`src/rtl/ahb_interconnect_if.sv`:
```
// AHB single-master interconnect bus bundle.
// The interconnect takes the "slave" modport: it responds to the master's address and data
// phases and fans them out to the downstream slaves.
// The "master" modport is the surrounding environment: it drives master requests and the
// per-slave responses.
interface ahb_interconnect_if #(
    parameter int unsigned NUM_SLAVES = 3,
    parameter int unsigned ADDR_W     = 32,
    parameter int unsigned DATA_W     = 32
);
    // Master-facing signals
    logic [ADDR_W-1:0]            HADDR_MASTER_bi;
    logic [1:0]                   HTRANS_MASTER_bi;
    logic                         HWRITE_MASTER_i;
    logic [DATA_W-1:0]            HWDATA_MASTER_bi;
    logic [DATA_W-1:0]            HRDATA_MASTER_bo;
    logic                         HREADY_MASTER_o;
    logic                         HRESP_MASTER_o;

    // Slave-facing signals, slave k at slice k of each flattened vector
    logic [NUM_SLAVES-1:0]        HSEL_SLAVE_bo;
    logic [ADDR_W-1:0]            HADDR_SLAVE_bo;
    logic [1:0]                   HTRANS_SLAVE_bo;
    logic                         HWRITE_SLAVE_o;
    logic [DATA_W-1:0]            HWDATA_SLAVE_bo;
    logic                         HREADY_SLAVE_o;
    logic [NUM_SLAVES*DATA_W-1:0] HRDATA_SLAVE_bi;
    logic [NUM_SLAVES-1:0]        HREADY_SLAVE_bi;
    logic [NUM_SLAVES-1:0]        HRESP_SLAVE_bi;

    // Default-slave error statistics
    logic [7:0]                   ERR_CNT_bo;

    modport slave (
        input  HADDR_MASTER_bi, HTRANS_MASTER_bi, HWRITE_MASTER_i, HWDATA_MASTER_bi,
        output HRDATA_MASTER_bo, HREADY_MASTER_o, HRESP_MASTER_o,
        output HSEL_SLAVE_bo, HADDR_SLAVE_bo, HTRANS_SLAVE_bo, HWRITE_SLAVE_o,
        output HWDATA_SLAVE_bo, HREADY_SLAVE_o,
        input  HRDATA_SLAVE_bi, HREADY_SLAVE_bi, HRESP_SLAVE_bi,
        output ERR_CNT_bo
    );

    modport master (
        output HADDR_MASTER_bi, HTRANS_MASTER_bi, HWRITE_MASTER_i, HWDATA_MASTER_bi,
        input  HRDATA_MASTER_bo, HREADY_MASTER_o, HRESP_MASTER_o,
        input  HSEL_SLAVE_bo, HADDR_SLAVE_bo, HTRANS_SLAVE_bo, HWRITE_SLAVE_o,
        input  HWDATA_SLAVE_bo, HREADY_SLAVE_o,
        output HRDATA_SLAVE_bi, HREADY_SLAVE_bi, HRESP_SLAVE_bi,
        input  ERR_CNT_bo
    );
endinterface

```
`src/rtl/ahb_interconnect.sv`:
```
// Single-master AHB-Lite interconnect: address decode to NUM_SLAVES slaves, broadcast of the
// address/data phase, data-phase response mux, and an internal default slave that answers
// unmapped active transfers with a two-cycle ERROR and counts them (saturating at 255).
module ahb_interconnect #(
    parameter int unsigned NUM_SLAVES = 3,
    parameter int unsigned ADDR_W     = 32,
    parameter int unsigned DATA_W     = 32,
    parameter int unsigned SEL_LSB    = 28,
    parameter int unsigned SEL_W      = 2
) (
    input logic               HCLK_i,
    input logic               HRESETn_i,
    ahb_interconnect_if.slave bus
);

    localparam int unsigned SelHi = SEL_LSB + SEL_W - 1;

    typedef enum logic [1:0] {
        DS_IDLE,
        DS_ERR1,
        DS_ERR2
    } ds_state_e;

    // Address-phase decode
    logic [SEL_W-1:0]      addr_idx;
    logic                  addr_active;
    logic                  addr_mapped;
    logic [NUM_SLAVES-1:0] hsel;

    // Data-phase tracking
    logic                  dp_valid;
    logic [SEL_W-1:0]      dp_sel;
    logic                  dp_def;

    // Default slave
    ds_state_e             ds_state;
    logic                  ds_hready;
    logic                  ds_hresp;
    logic [7:0]            err_cnt;
    logic                  err_start;

    // Master-side response
    logic                  hready_master;
    logic                  hresp_master;
    logic [DATA_W-1:0]     hrdata_master;

    assign addr_idx    = bus.HADDR_MASTER_bi[SelHi:SEL_LSB];
    assign addr_active = bus.HTRANS_MASTER_bi[1];
    assign addr_mapped = (32'(addr_idx) < NUM_SLAVES);

    // An unmapped NONSEQ/SEQ accepted on this edge starts a default-slave error
    assign err_start   = hready_master & addr_active & ~addr_mapped;

    // One-hot select for the addressed slave, only during an active transfer
    always_comb begin
        hsel = '0;
        for (int k = 0; k < NUM_SLAVES; k++) begin
            hsel[k] = addr_active & (32'(addr_idx) == 32'(k));
        end
    end

    // Capture the address phase into the data phase whenever the bus is ready
    always_ff @(posedge HCLK_i or negedge HRESETn_i) begin
        if (!HRESETn_i) begin
            dp_valid <= 1'b0;
            dp_sel   <= '0;
            dp_def   <= 1'b0;
        end else if (hready_master) begin
            dp_valid <= addr_active;
            dp_sel   <= addr_idx;
            dp_def   <= ~addr_mapped;
        end
    end

    // Default slave: two-cycle ERROR response with registered HREADY/HRESP and error counter
    always_ff @(posedge HCLK_i or negedge HRESETn_i) begin
        if (!HRESETn_i) begin
            ds_state  <= DS_IDLE;
            ds_hready <= 1'b1;
            ds_hresp  <= 1'b0;
            err_cnt   <= 8'd0;
        end else begin
            case (ds_state)
                DS_IDLE: begin
                    if (err_start) begin
                        ds_state  <= DS_ERR1;
                        ds_hready <= 1'b0;
                        ds_hresp  <= 1'b1;
                        if (err_cnt != 8'hFF) begin
                            err_cnt <= err_cnt + 8'd1;
                        end
                    end
                end
                DS_ERR1: begin
                    ds_state  <= DS_ERR2;
                    ds_hready <= 1'b1;
                    ds_hresp  <= 1'b1;
                end
                DS_ERR2: begin
                    // Master may issue another unmapped transfer in the ERROR's second cycle
                    if (err_start) begin
                        ds_state  <= DS_ERR1;
                        ds_hready <= 1'b0;
                        ds_hresp  <= 1'b1;
                        if (err_cnt != 8'hFF) begin
                            err_cnt <= err_cnt + 8'd1;
                        end
                    end else begin
                        ds_state  <= DS_IDLE;
                        ds_hready <= 1'b1;
                        ds_hresp  <= 1'b0;
                    end
                end
                default: begin
                    ds_state  <= DS_IDLE;
                    ds_hready <= 1'b1;
                    ds_hresp  <= 1'b0;
                end
            endcase
        end
    end

    // Data-phase response mux: idle OKAY, selected slave, or default slave
    always_comb begin
        hready_master = 1'b1;
        hresp_master  = 1'b0;
        hrdata_master = '0;
        if (dp_valid) begin
            if (dp_def) begin
                hready_master = ds_hready;
                hresp_master  = ds_hresp;
            end else begin
                for (int k = 0; k < NUM_SLAVES; k++) begin
                    if (32'(dp_sel) == 32'(k)) begin
                        hready_master = bus.HREADY_SLAVE_bi[k];
                        hresp_master  = bus.HRESP_SLAVE_bi[k];
                        hrdata_master = bus.HRDATA_SLAVE_bi[k*DATA_W +: DATA_W];
                    end
                end
            end
        end
    end

    assign bus.HSEL_SLAVE_bo    = hsel;
    assign bus.HADDR_SLAVE_bo   = bus.HADDR_MASTER_bi;
    assign bus.HTRANS_SLAVE_bo  = bus.HTRANS_MASTER_bi;
    assign bus.HWRITE_SLAVE_o   = bus.HWRITE_MASTER_i;
    assign bus.HWDATA_SLAVE_bo  = bus.HWDATA_MASTER_bi;
    assign bus.HREADY_SLAVE_o   = hready_master;

    assign bus.HRDATA_MASTER_bo = hrdata_master;
    assign bus.HREADY_MASTER_o  = hready_master;
    assign bus.HRESP_MASTER_o   = hresp_master;
    assign bus.ERR_CNT_bo       = err_cnt;

endmodule
```
`src/flat_wrapper.sv`:
```
// flat-port wrapper written by rule: the top's interface ports become plain ports
module ahb_interconnect_flat 
#(
    parameter int unsigned NUM_SLAVES = 3,
    parameter int unsigned ADDR_W     = 32,
    parameter int unsigned DATA_W     = 32,
    parameter int unsigned SEL_LSB    = 28,
    parameter int unsigned SEL_W      = 2
)
  (HCLK_i, HRESETn_i, bus_HADDR_MASTER_bi, bus_HTRANS_MASTER_bi, bus_HWRITE_MASTER_i, bus_HWDATA_MASTER_bi, bus_HRDATA_MASTER_bo, bus_HREADY_MASTER_o, bus_HRESP_MASTER_o, bus_HSEL_SLAVE_bo, bus_HADDR_SLAVE_bo, bus_HTRANS_SLAVE_bo, bus_HWRITE_SLAVE_o, bus_HWDATA_SLAVE_bo, bus_HREADY_SLAVE_o, bus_HRDATA_SLAVE_bi, bus_HREADY_SLAVE_bi, bus_HRESP_SLAVE_bi, bus_ERR_CNT_bo);
  ahb_interconnect_if #(.NUM_SLAVES(NUM_SLAVES), .ADDR_W(ADDR_W), .DATA_W(DATA_W)) bus_i ();
  input logic HCLK_i;
  input logic HRESETn_i;
  input wire logic [$bits(bus_i.HADDR_MASTER_bi)-1:0] bus_HADDR_MASTER_bi;
  input wire logic [$bits(bus_i.HTRANS_MASTER_bi)-1:0] bus_HTRANS_MASTER_bi;
  input wire logic [$bits(bus_i.HWRITE_MASTER_i)-1:0] bus_HWRITE_MASTER_i;
  input wire logic [$bits(bus_i.HWDATA_MASTER_bi)-1:0] bus_HWDATA_MASTER_bi;
  output wire logic [$bits(bus_i.HRDATA_MASTER_bo)-1:0] bus_HRDATA_MASTER_bo;
  output wire logic [$bits(bus_i.HREADY_MASTER_o)-1:0] bus_HREADY_MASTER_o;
  output wire logic [$bits(bus_i.HRESP_MASTER_o)-1:0] bus_HRESP_MASTER_o;
  output wire logic [$bits(bus_i.HSEL_SLAVE_bo)-1:0] bus_HSEL_SLAVE_bo;
  output wire logic [$bits(bus_i.HADDR_SLAVE_bo)-1:0] bus_HADDR_SLAVE_bo;
  output wire logic [$bits(bus_i.HTRANS_SLAVE_bo)-1:0] bus_HTRANS_SLAVE_bo;
  output wire logic [$bits(bus_i.HWRITE_SLAVE_o)-1:0] bus_HWRITE_SLAVE_o;
  output wire logic [$bits(bus_i.HWDATA_SLAVE_bo)-1:0] bus_HWDATA_SLAVE_bo;
  output wire logic [$bits(bus_i.HREADY_SLAVE_o)-1:0] bus_HREADY_SLAVE_o;
  input wire logic [$bits(bus_i.HRDATA_SLAVE_bi)-1:0] bus_HRDATA_SLAVE_bi;
  input wire logic [$bits(bus_i.HREADY_SLAVE_bi)-1:0] bus_HREADY_SLAVE_bi;
  input wire logic [$bits(bus_i.HRESP_SLAVE_bi)-1:0] bus_HRESP_SLAVE_bi;
  output wire logic [$bits(bus_i.ERR_CNT_bo)-1:0] bus_ERR_CNT_bo;
  assign bus_i.HADDR_MASTER_bi = bus_HADDR_MASTER_bi;
  assign bus_i.HTRANS_MASTER_bi = bus_HTRANS_MASTER_bi;
  assign bus_i.HWRITE_MASTER_i = bus_HWRITE_MASTER_i;
  assign bus_i.HWDATA_MASTER_bi = bus_HWDATA_MASTER_bi;
  assign bus_HRDATA_MASTER_bo = bus_i.HRDATA_MASTER_bo;
  assign bus_HREADY_MASTER_o = bus_i.HREADY_MASTER_o;
  assign bus_HRESP_MASTER_o = bus_i.HRESP_MASTER_o;
  assign bus_HSEL_SLAVE_bo = bus_i.HSEL_SLAVE_bo;
  assign bus_HADDR_SLAVE_bo = bus_i.HADDR_SLAVE_bo;
  assign bus_HTRANS_SLAVE_bo = bus_i.HTRANS_SLAVE_bo;
  assign bus_HWRITE_SLAVE_o = bus_i.HWRITE_SLAVE_o;
  assign bus_HWDATA_SLAVE_bo = bus_i.HWDATA_SLAVE_bo;
  assign bus_HREADY_SLAVE_o = bus_i.HREADY_SLAVE_o;
  assign bus_i.HRDATA_SLAVE_bi = bus_HRDATA_SLAVE_bi;
  assign bus_i.HREADY_SLAVE_bi = bus_HREADY_SLAVE_bi;
  assign bus_i.HRESP_SLAVE_bi = bus_HRESP_SLAVE_bi;
  assign bus_ERR_CNT_bo = bus_i.ERR_CNT_bo;
  ahb_interconnect #(.NUM_SLAVES(NUM_SLAVES), .ADDR_W(ADDR_W), .DATA_W(DATA_W), .SEL_LSB(SEL_LSB), .SEL_W(SEL_W)) u_core (.HCLK_i(HCLK_i), .HRESETn_i(HRESETn_i), .bus(bus_i));
endmodule
```
`config.mk`:
```
export PLATFORM = sky130hd
export DESIGN_NAME = ahb_interconnect_flat
export DESIGN_NICKNAME = d
export VERILOG_FILES = /design/src/rtl/ahb_interconnect_if.sv /design/src/rtl/ahb_interconnect.sv /design/src/flat_wrapper.sv
export SDC_FILE = /design/constraint.sdc
export NUM_CORES = 1
export LEC_CHECK = 0
export CAP_MARGIN = 0
export CORE_AREA = 10 10 101 103
export CTS_BUF_LIST = sky130_fd_sc_hd__clkbuf_8
export DETAILED_ROUTE_END_ITERATION = 12
export DIE_AREA = 0 0 111 113
export DONT_BUFFER_PORTS = 1
export PLACE_DENSITY = 0.48
export SYNTH_ARGS = -nofsm -noshare
export SYNTH_HDL_FRONTEND = slang
export SYNTH_SLANG_ARGS = --single-unit
```
`constraint.sdc`:
```
create_clock -name HCLK_i -period 3.9 [get_ports HCLK_i]
set_input_delay 0.39 -clock HCLK_i [delete_from_list [all_inputs] [get_ports HCLK_i]]
set_output_delay 0.39 -clock HCLK_i [all_outputs]
set_load 0.05 [all_outputs]
```
# Yosys cells after proc, flatten, opt, wreduce, memory -nomap -nowiden

Index checks and enable logic that the tools add are counted.

$add $sub $neg: 1
Multipliers: 0
Divide/modulo/power cells: 0
$lt $le $gt $ge: 1
Eq/ne operators: 8
Shift-type cells: 0
Muxes and demuxes: 24
Bitwise gates (word level): 6
Reductions and logical operators: 5

Operators with widths:

| kind                  | count |
|---|---|
| $mux W32              | 5 |
| $mux W1               | 15 |
| $add A8 B1 Y8 const B | 1 |
| $ne A8 B8 Y1 const B  | 1 |
| $eq A2 B1 Y1 const B  | 3 |
| $eq A2 B2 Y1 const B  | 3 |
| $logic_not A2 Y1      | 3 |
| $pmux W2 S3           | 1 |
| $and A1 B1 Y1         | 5 |
| $pmux W1 S3           | 1 |
| $reduce_and A3 Y1     | 1 |
| $lt A2 B2 Y1 const B  | 1 |
| $mux W2               | 1 |
| $ne A2 B1 Y1 const B  | 1 |
| $pmux W1 S2           | 1 |
| $reduce_or A2 Y1      | 1 |
| $not A1 Y1            | 1 |

Register bits: 16
Bits in latches: 0
RAM bits: 0
Bits in read-only memories: 0
Input port bits: 171
Memories: 0

# Depth between registers and ports, before layout

Gate-level depths: netlist of run 1.

Depth in word-level cells: 10
Mapped depth: 6

# Least setup slack after synthesis of run 1

OpenSTA, ideal clock, no wires.

Path kind: reg-to-output
Start point: reg u_core.dp_sel[0]
End point: out bus_HRDATA_MASTER_bo[0]
Arrival: 1.820 ns
Path slack: 1.690 ns
Cell stages (with the launch flop): 7
Path buffers: 3
Cell sequence: dfrtp_1 > buf_6 > nor2b_1 > clkbuf_1 > clkbuf_1 > a21oi_1 > nor2_1

Longest elaborated chain between the ends: 6
Elaborated cells between the ends (all ways): 8
Classes of those cells: 2 x eq/ne; 5 x mux; 1 x reduce/logical

RTL lines:

| element                | line                    | text |
|---|---|---|
| start, declared        | ahb_interconnect.sv:32  | `logic [SEL_W-1:0] dp_sel;` |
| start signal, assigned | ahb_interconnect.sv:70  | `dp_sel <= addr_idx;` |
| $logic_not A2 Y1       | ahb_interconnect.sv:134 | `if (32'(dp_sel) == 32'(k)) begin` |
| $mux W32 (2 in series) | ahb_interconnect.sv:134 |  |
| $mux W32 *             | ahb_interconnect.sv:134 |  |
| $mux W32 *             | ahb_interconnect.sv:129 | `if (dp_def) begin` |
| $mux W32 *             | ahb_interconnect.sv:128 | `if (dp_valid) begin` |
| end, declared          | flat_wrapper.sv:18      | `output wire logic [$bits(bus_i.HRDATA_MASTER_bo)-1:0] bus_HRDATA_MASTER_bo;` |

Every way passes the cells marked *; elsewhere a longest branch is shown, timed or not.

# Worst setup path in the final report of run 1

Start point: reg u_core.dp_sel[0]
End point: out bus_HRESP_MASTER_o

Longest elaborated chain between the ends: 6
Elaborated cells between the ends (all ways): 8
Classes of those cells: 2 x eq/ne; 5 x mux; 1 x reduce/logical

RTL lines:

| element               | line                    | text |
|---|---|---|
| $logic_not A2 Y1      | ahb_interconnect.sv:134 |  |
| $mux W1 (2 in series) | ahb_interconnect.sv:134 |  |
| $mux W1 *             | ahb_interconnect.sv:134 |  |
| $mux W1 *             | ahb_interconnect.sv:129 |  |
| $mux W1 *             | ahb_interconnect.sv:128 |  |
| end, declared         | flat_wrapper.sv:20      | `output wire logic [$bits(bus_i.HRESP_MASTER_o)-1:0] bus_HRESP_MASTER_o;` |

Marked as above.

==> results of run 1 <==
-- cell type report --
cell class                 instances  area (µm²)
tap                              105         131
multi-input combinational        181        1120
clock buffer                       4        55.1
inverter                           2        7.51
sequential                        16         403
fill                             904        6140
timing repair buffer              37         280
-- state kept, by name (all words and copies together) (netlist names) --
signal	flops
u_core.dp_def	1
u_core.bus.ERR_CNT_bo	8
u_core.ds_hready	1
u_core.dp_sel	2
u_core.dp_valid	1
u_core.ds_hresp	1
u_core.ds_state	2
-- power by group --
| part | internal, mW | switching [mW] | total [mW] |
|---|---|---|---|
| clock network | 0.0896 | 0.0571 | 0.147 |
| registers | 0.217 | 0.173 | 0.390 |
| logic | 0.472 | 1.04 | 1.51 |
| total | 0.779 | 1.27 | 2.05 |
-- kinds of logic after synthesis --
family,count (synthesis)
simple gates,97
buf+inv,86
compound gates,40
mux,36
flops,16
xor+xnor,7
fa+ha+maj,1
-- per-layer routing --
metal / track usage (%) / routed length [µm] / up-vias
li1: - / - / 788
met1: 11.1 / 2630 / 764
met2: 18.4 / 3730 / 115
met3: 3.96 / 712 / 29
met4: 5.30 / 302 / 0
met5: 0 / 0 / -
-- cells in the final DEF (no fill, tap or decap), drive strengths merged, types with 2 or more instances in the layout --
cell	Yosys	final
o21ai	2	2
inv	2	2
clkbuf	9	4
nor3	4	4
nand3	4	4
nand2	5	5
nor2b	2	2
dfrtp	15	15
a21oi	32	32
buf	75	36
xor2	7	7
mux2	3	3
nor2	69	69
nor3b	2	2
mux2i	33	33
nor4	3	3
-- repair_timing --
action                    in CTS  in global routing
hold endpoints to repair      16                  0
resized for setup              0                  0
hold buffers                   1                  0
setup buffers                  0                  0
-- stage by stage --
stage	setup WS, ns	hold slack (ns)	instance area (µm²)	std cells
floorplan	1.69	0.0944	2110	283
global placement	1.64	0.0950	1930	340
detailed placement	1.57	0.0950	1930	340
CTS	1.30	0.242	1990	345
global route	1.16	0.241	1990	345
finish	1.37	0.247	1990	345
-- worst paths after layout --
kind                                               start                  endpoint  slack (ns)  cells past startpoint
worst max-delay path                    u_core.dp_sel[0]        bus_HRESP_MASTER_o        1.37                      4
worst min-delay path             bus_HTRANS_MASTER_bi[1]           u_core.dp_valid        0.25                      1
worst max register to register  u_core.bus.ERR_CNT_bo[0]  u_core.bus.ERR_CNT_bo[1]        1.79                      5
worst min register to register        u_core.ds_state[1]        u_core.ds_state[1]        0.46                      1
max in group asynchronous                      HRESETn_i          u_core.dp_sel[0]        2.78                      1
min in group asynchronous                      HRESETn_i        u_core.ds_state[1]        0.63                      1
==> impl_metrics.toml, run 1 <==
[setup_path]
cp-start-kind = "register"
critPathSlowestCell = "dfrtp_2"
crit_path_max_incr_delay_ns = 0.58
crit_family = "compound AO/OA/AOI/OAI gates"
path_class = "register to output pin"
cp-end-kind = "output pin"
crit_arrival_ns = 2.14
worstPathMaxFanout = 26
crit_path_cell_trace = "buf_4 -> mux2i_1 -> o21ai_0 -> o211a_1"
crit_buf_inv = 1
crit_required_ns = 3.51

[synth]
synth_flop_cell = "dfrtp_1"
yosysTopAreaCell = "buf_4"
synth_cells = 283
synth_compound_gate_area_share_pct = 11.3
synth_fp_nets = 455
synth.area.mux_share_pct = 17.4
synth_top_area_share_pct = 24.5
synth.distinct_cells = 38
synth_seq_cells = 16
synthTopCellsByArea = "buf_4 (25%), dfrtp_1 (18%), mux2i_1 (16%)"
synthAdderAreaFrac_pct = 0.592
async_flop_share_pct = 100
yosysWarningCount = 0
synth_enable_flop_cells = 0
synth_most_common_cell = "buf_4"
syn_area_um2 = 2110
synth_seq_area_share_pct = 19.0
synthXorXnorAreaFrac_pct = 2.90
synth_simple_gate_area_share_pct = 20.3
syn_avg_cell_area_um2 = 7.46
ys_top_cells_by_count = "buf_4 (69), nor2_1 (68), mux2i_1 (33)"
synth_top_family_by_area = "buffers and inverters"

[sta]
hold_violations = 0
fin_tns_setup_ns = 0
skew_ns = 0.000802
timing.slew.headroom_pct = 22.1
tightest_slew_ns = 1.17
post-route-period-util_pct = 64.9
fin_crit_ns = 2.53
drv_slew = 0
rsz0062_at_grt = "false"
fmax_mhz = 395
finalSetupViolCount = 0

[route]
drc = 0
totalWireLength_um = 7380
ant_nets = 0
viasPerCell = 4.92
firstDrtPassIters = 5
vias = 1696
wl_per_cell_um = 21.4
drtIter0Drc = 112

[floorplan]
fp.dieH_um = 113
dieArea_um2 = 12500
die_x_um = 111
row_count = 33
io_pins = 284
start_util_pct = 26.0
fp.coreArea_um2 = 8130

[grt]
grt_util_all_layers_pct = 10.6
antenna_found_initial = 0
grt_overflow = 0
grt_pass1_vias = 1843
grt_pass1_wl_um = 11000
grt_max_degree = 33

[run]
max-cap-violations = 0

[clocking]
root_buffer = "clkbuf_8"
cts.sinks = 16
clockBufferDepth = 2
cts_tree = "done"
clk_pin_slew_ns = 0.06
clock_latency_ns = 0.25
cts_inserted_buffers = 3
h-tree-depth = 1

[placement]
gp_congestion = 0.722
dp_hpwl_um = 6090
io_buffer_count = 0

[power_and_ir_drop]
power_mw = 2.05
p_leak_nw = 0.965
vdd_drop_max_uv = 402
pwr_density_cell_nw_per_um2 = 1030

[min_path]
hp-class = "input port to register"

[outcome]
status = "complete, no violations"

[finish]
antenna_cells = 0
drive_above_1_share_pct = 20.4
fin_nets = 413
final_util_pct = 24.5
areaGrowthSynthToFinish_pct = -5.57
Power figures use the tool's default switching activity.
==> inputs of run 2 (changes only) <==
Clock period 3.9 ns to 2.4 ns, I/O delays scaled along.
==> run 2 against run 1 <==
Against the previous run:
- first-iteration DRC count fell by 2.7%
- global-route usage fell by 0.31 points
- die area stayed put
- hold slack worse by 0.15 ns
- setup slack got worse by 1.1 ns
- clock power up 64%
- routed wire length decreased by 1.7%
- count of clock-buffer cells in the layout unchanged
- sequential power rose by 11%
- highest routed layer unchanged
==> impl_metrics.toml, run 2 (synthesis results as in run 1) <==
[outcome]
status = "complete, no violations"

[setup_path]
crit_arrival_ns = 1.92
r2r_cells = 5
rr_endpoint = "u_core.bus.ERR_CNT_bo[1]"
path_class = "register to output pin"
crit_required_ns = 2.16
startpoint = "u_core.dp_sel[0]"
rr_startpoint = "u_core.dp_sel[0]"
worstPathMaxFanout = 22
cp-start-kind = "register"
r2r_slack_ns = 0.58
cp-end-kind = "output pin"

[route]
met2_wirelength_um = 3620
wl_per_cell_um = 20.3
drtIter0Drc = 109
viasPerCell = 4.85
wl_met1_um = 2560
firstDrtPassIters = 4
totalWireLength_um = 7250
top_layer = "met4"
ant_nets = 0
drc = 0
vias = 1730
route.met3.wl_um = 778

[sta]
setup_ws_ns = 0.245
hold_violations = 0
hold_ws_ns = 0.0959
fin_tns_setup_ns = 0
finalSetupViolCount = 0
drv_slew = 0
timing.slew.headroom_pct = 40.3
skew_ns = 0.00113
fmax_mhz = 464
fin_crit_ns = 2.16
rsz0062_at_grt = "false"
tightest_slew_ns = 0.893
post-route-period-util_pct = 89.8

[placement]
pre_cts_slack_ns = 0.400
dp.cells = 352
dp_hpwl_um = 6110
io_buffer_count = 0
gp_congestion = 0.779

[min_path]
hp-class = "input port to register"
hold_depth = 1
worst_hold_startpoint = "bus_HTRANS_MASTER_bi[1]"
hold_path_end = "u_core.dp_valid"

[clocking]
clk_pin_slew_ns = 0.06
cts_inserted_buffers = 3
cts.sinks = 16
h-tree-depth = 1
clock_latency_ns = 0.25
cts_setup_buffers = 0
root_buffer = "clkbuf_8"
clockBufferDepth = 2
cts_tree = "done"

[run]
max-cap-violations = 0

[grt]
grt_pass1_wl_um = 10800
grt_max_degree = 33
antenna_found_initial = 0
grt_pass1_vias = 1842
grt_overflow = 0
grt_util_all_layers_pct = 10.3

[finish]
antenna_cells = 0
layout_common_cells = "nor2_1 (68), buf_4 (47), mux2i_1 (33)"
drive_above_1_share_pct = 24.6
fin_nets = 425
final_cells = 357
final_common_cell = "nor2_1"
areaGrowthSynthToFinish_pct = -0.652
largest_register_ffs = 8

[floorplan]
dieArea_um2 = 12500
fp.dieH_um = 113
die_x_um = 111
start_util_pct = 26.0
io_pins = 284
fp.coreArea_um2 = 8130
row_count = 33

[power_and_ir_drop]
power_mw = 3.48
p_leak_nw = 1.03
pwr_density_cell_nw_per_um2 = 1660
vdd_drop_max_uv = 814
run 2: changes by cell type in the layout (fill, tap and decap cells not counted):
| cell | delta |
|---|---|
| or2b_2 | +1 |
| buf_4 | +11 |
| or2b_1 | -1 |
| buf_12 | +1 |
run 2: worst max path at each step:
stage | endpoint | slack (ns) | depth (start not counted)
global placement | bus_HRDATA_MASTER_bo[30] | 0.42 | 6
finish | bus_HRDATA_MASTER_bo[30] | 0.24 | 6
floorplan | bus_HRDATA_MASTER_bo[0] | 0.34 | 6
global route | bus_HRDATA_MASTER_bo[30] | 0.04 | 6
CTS | bus_HRDATA_MASTER_bo[29] | 0.11 | 3
detailed placement | bus_HRDATA_MASTER_bo[29] | 0.40 | 3
run 2: cell type report:
class                      instances  area, µm²
timing repair buffer              49        383
fill                             905       6040
inverter                           2       7.51
tap                              105        131
sequential                        16        403
clock buffer                       4       55.1
multi-input combinational        181       1120
run 2: power breakdown:
| group | total [mW] | leakage [nW] | switching (mW) | internal, mW |
|---|---|---|---|---|
| Combinational | 2.80 | 0.800 | 1.92 | 0.888 |
| Sequential | 0.433 | 0.200 | 0.0759 | 0.357 |
| Clock | 0.241 | 0.0288 | 0.0949 | 0.146 |
| Total | 3.48 | 1.03 | 2.09 | 1.39 |
run 2: worst max-delay path: stages, from the launching register on:
cell and delay [ns]:
dfrtp_2 0.51, buf_4 0.40, mux2i_1 0.23, nor2_1 0.05, a21oi_1 0.18, nor2_1 0.06, buf_4 0.22
run 2: repair_timing:
action                                 4_1_cts  5_1_grt
hold buffers                                 1        0
endpoints found under the hold margin       16        0
gates resized for setup                      0        1
setup endpoints to repair                    0       23
run 2: stage by stage:
stage          util [%]  area [µm²]
2_1_floorplan         -        2110
3_3_place_gp       25.0        2030
3_5_place_dp       25.0        2030
4_1_cts            25.8        2100
5_1_grt            25.8        2100
6_report           25.8        2100
run 2: layer usage:
layer	vias to the layer above	track usage, %
li1	813	-
met1	766	11.2
met2	122	17.5
met3	29	3.80
met4	0	4.77
met5	-	0
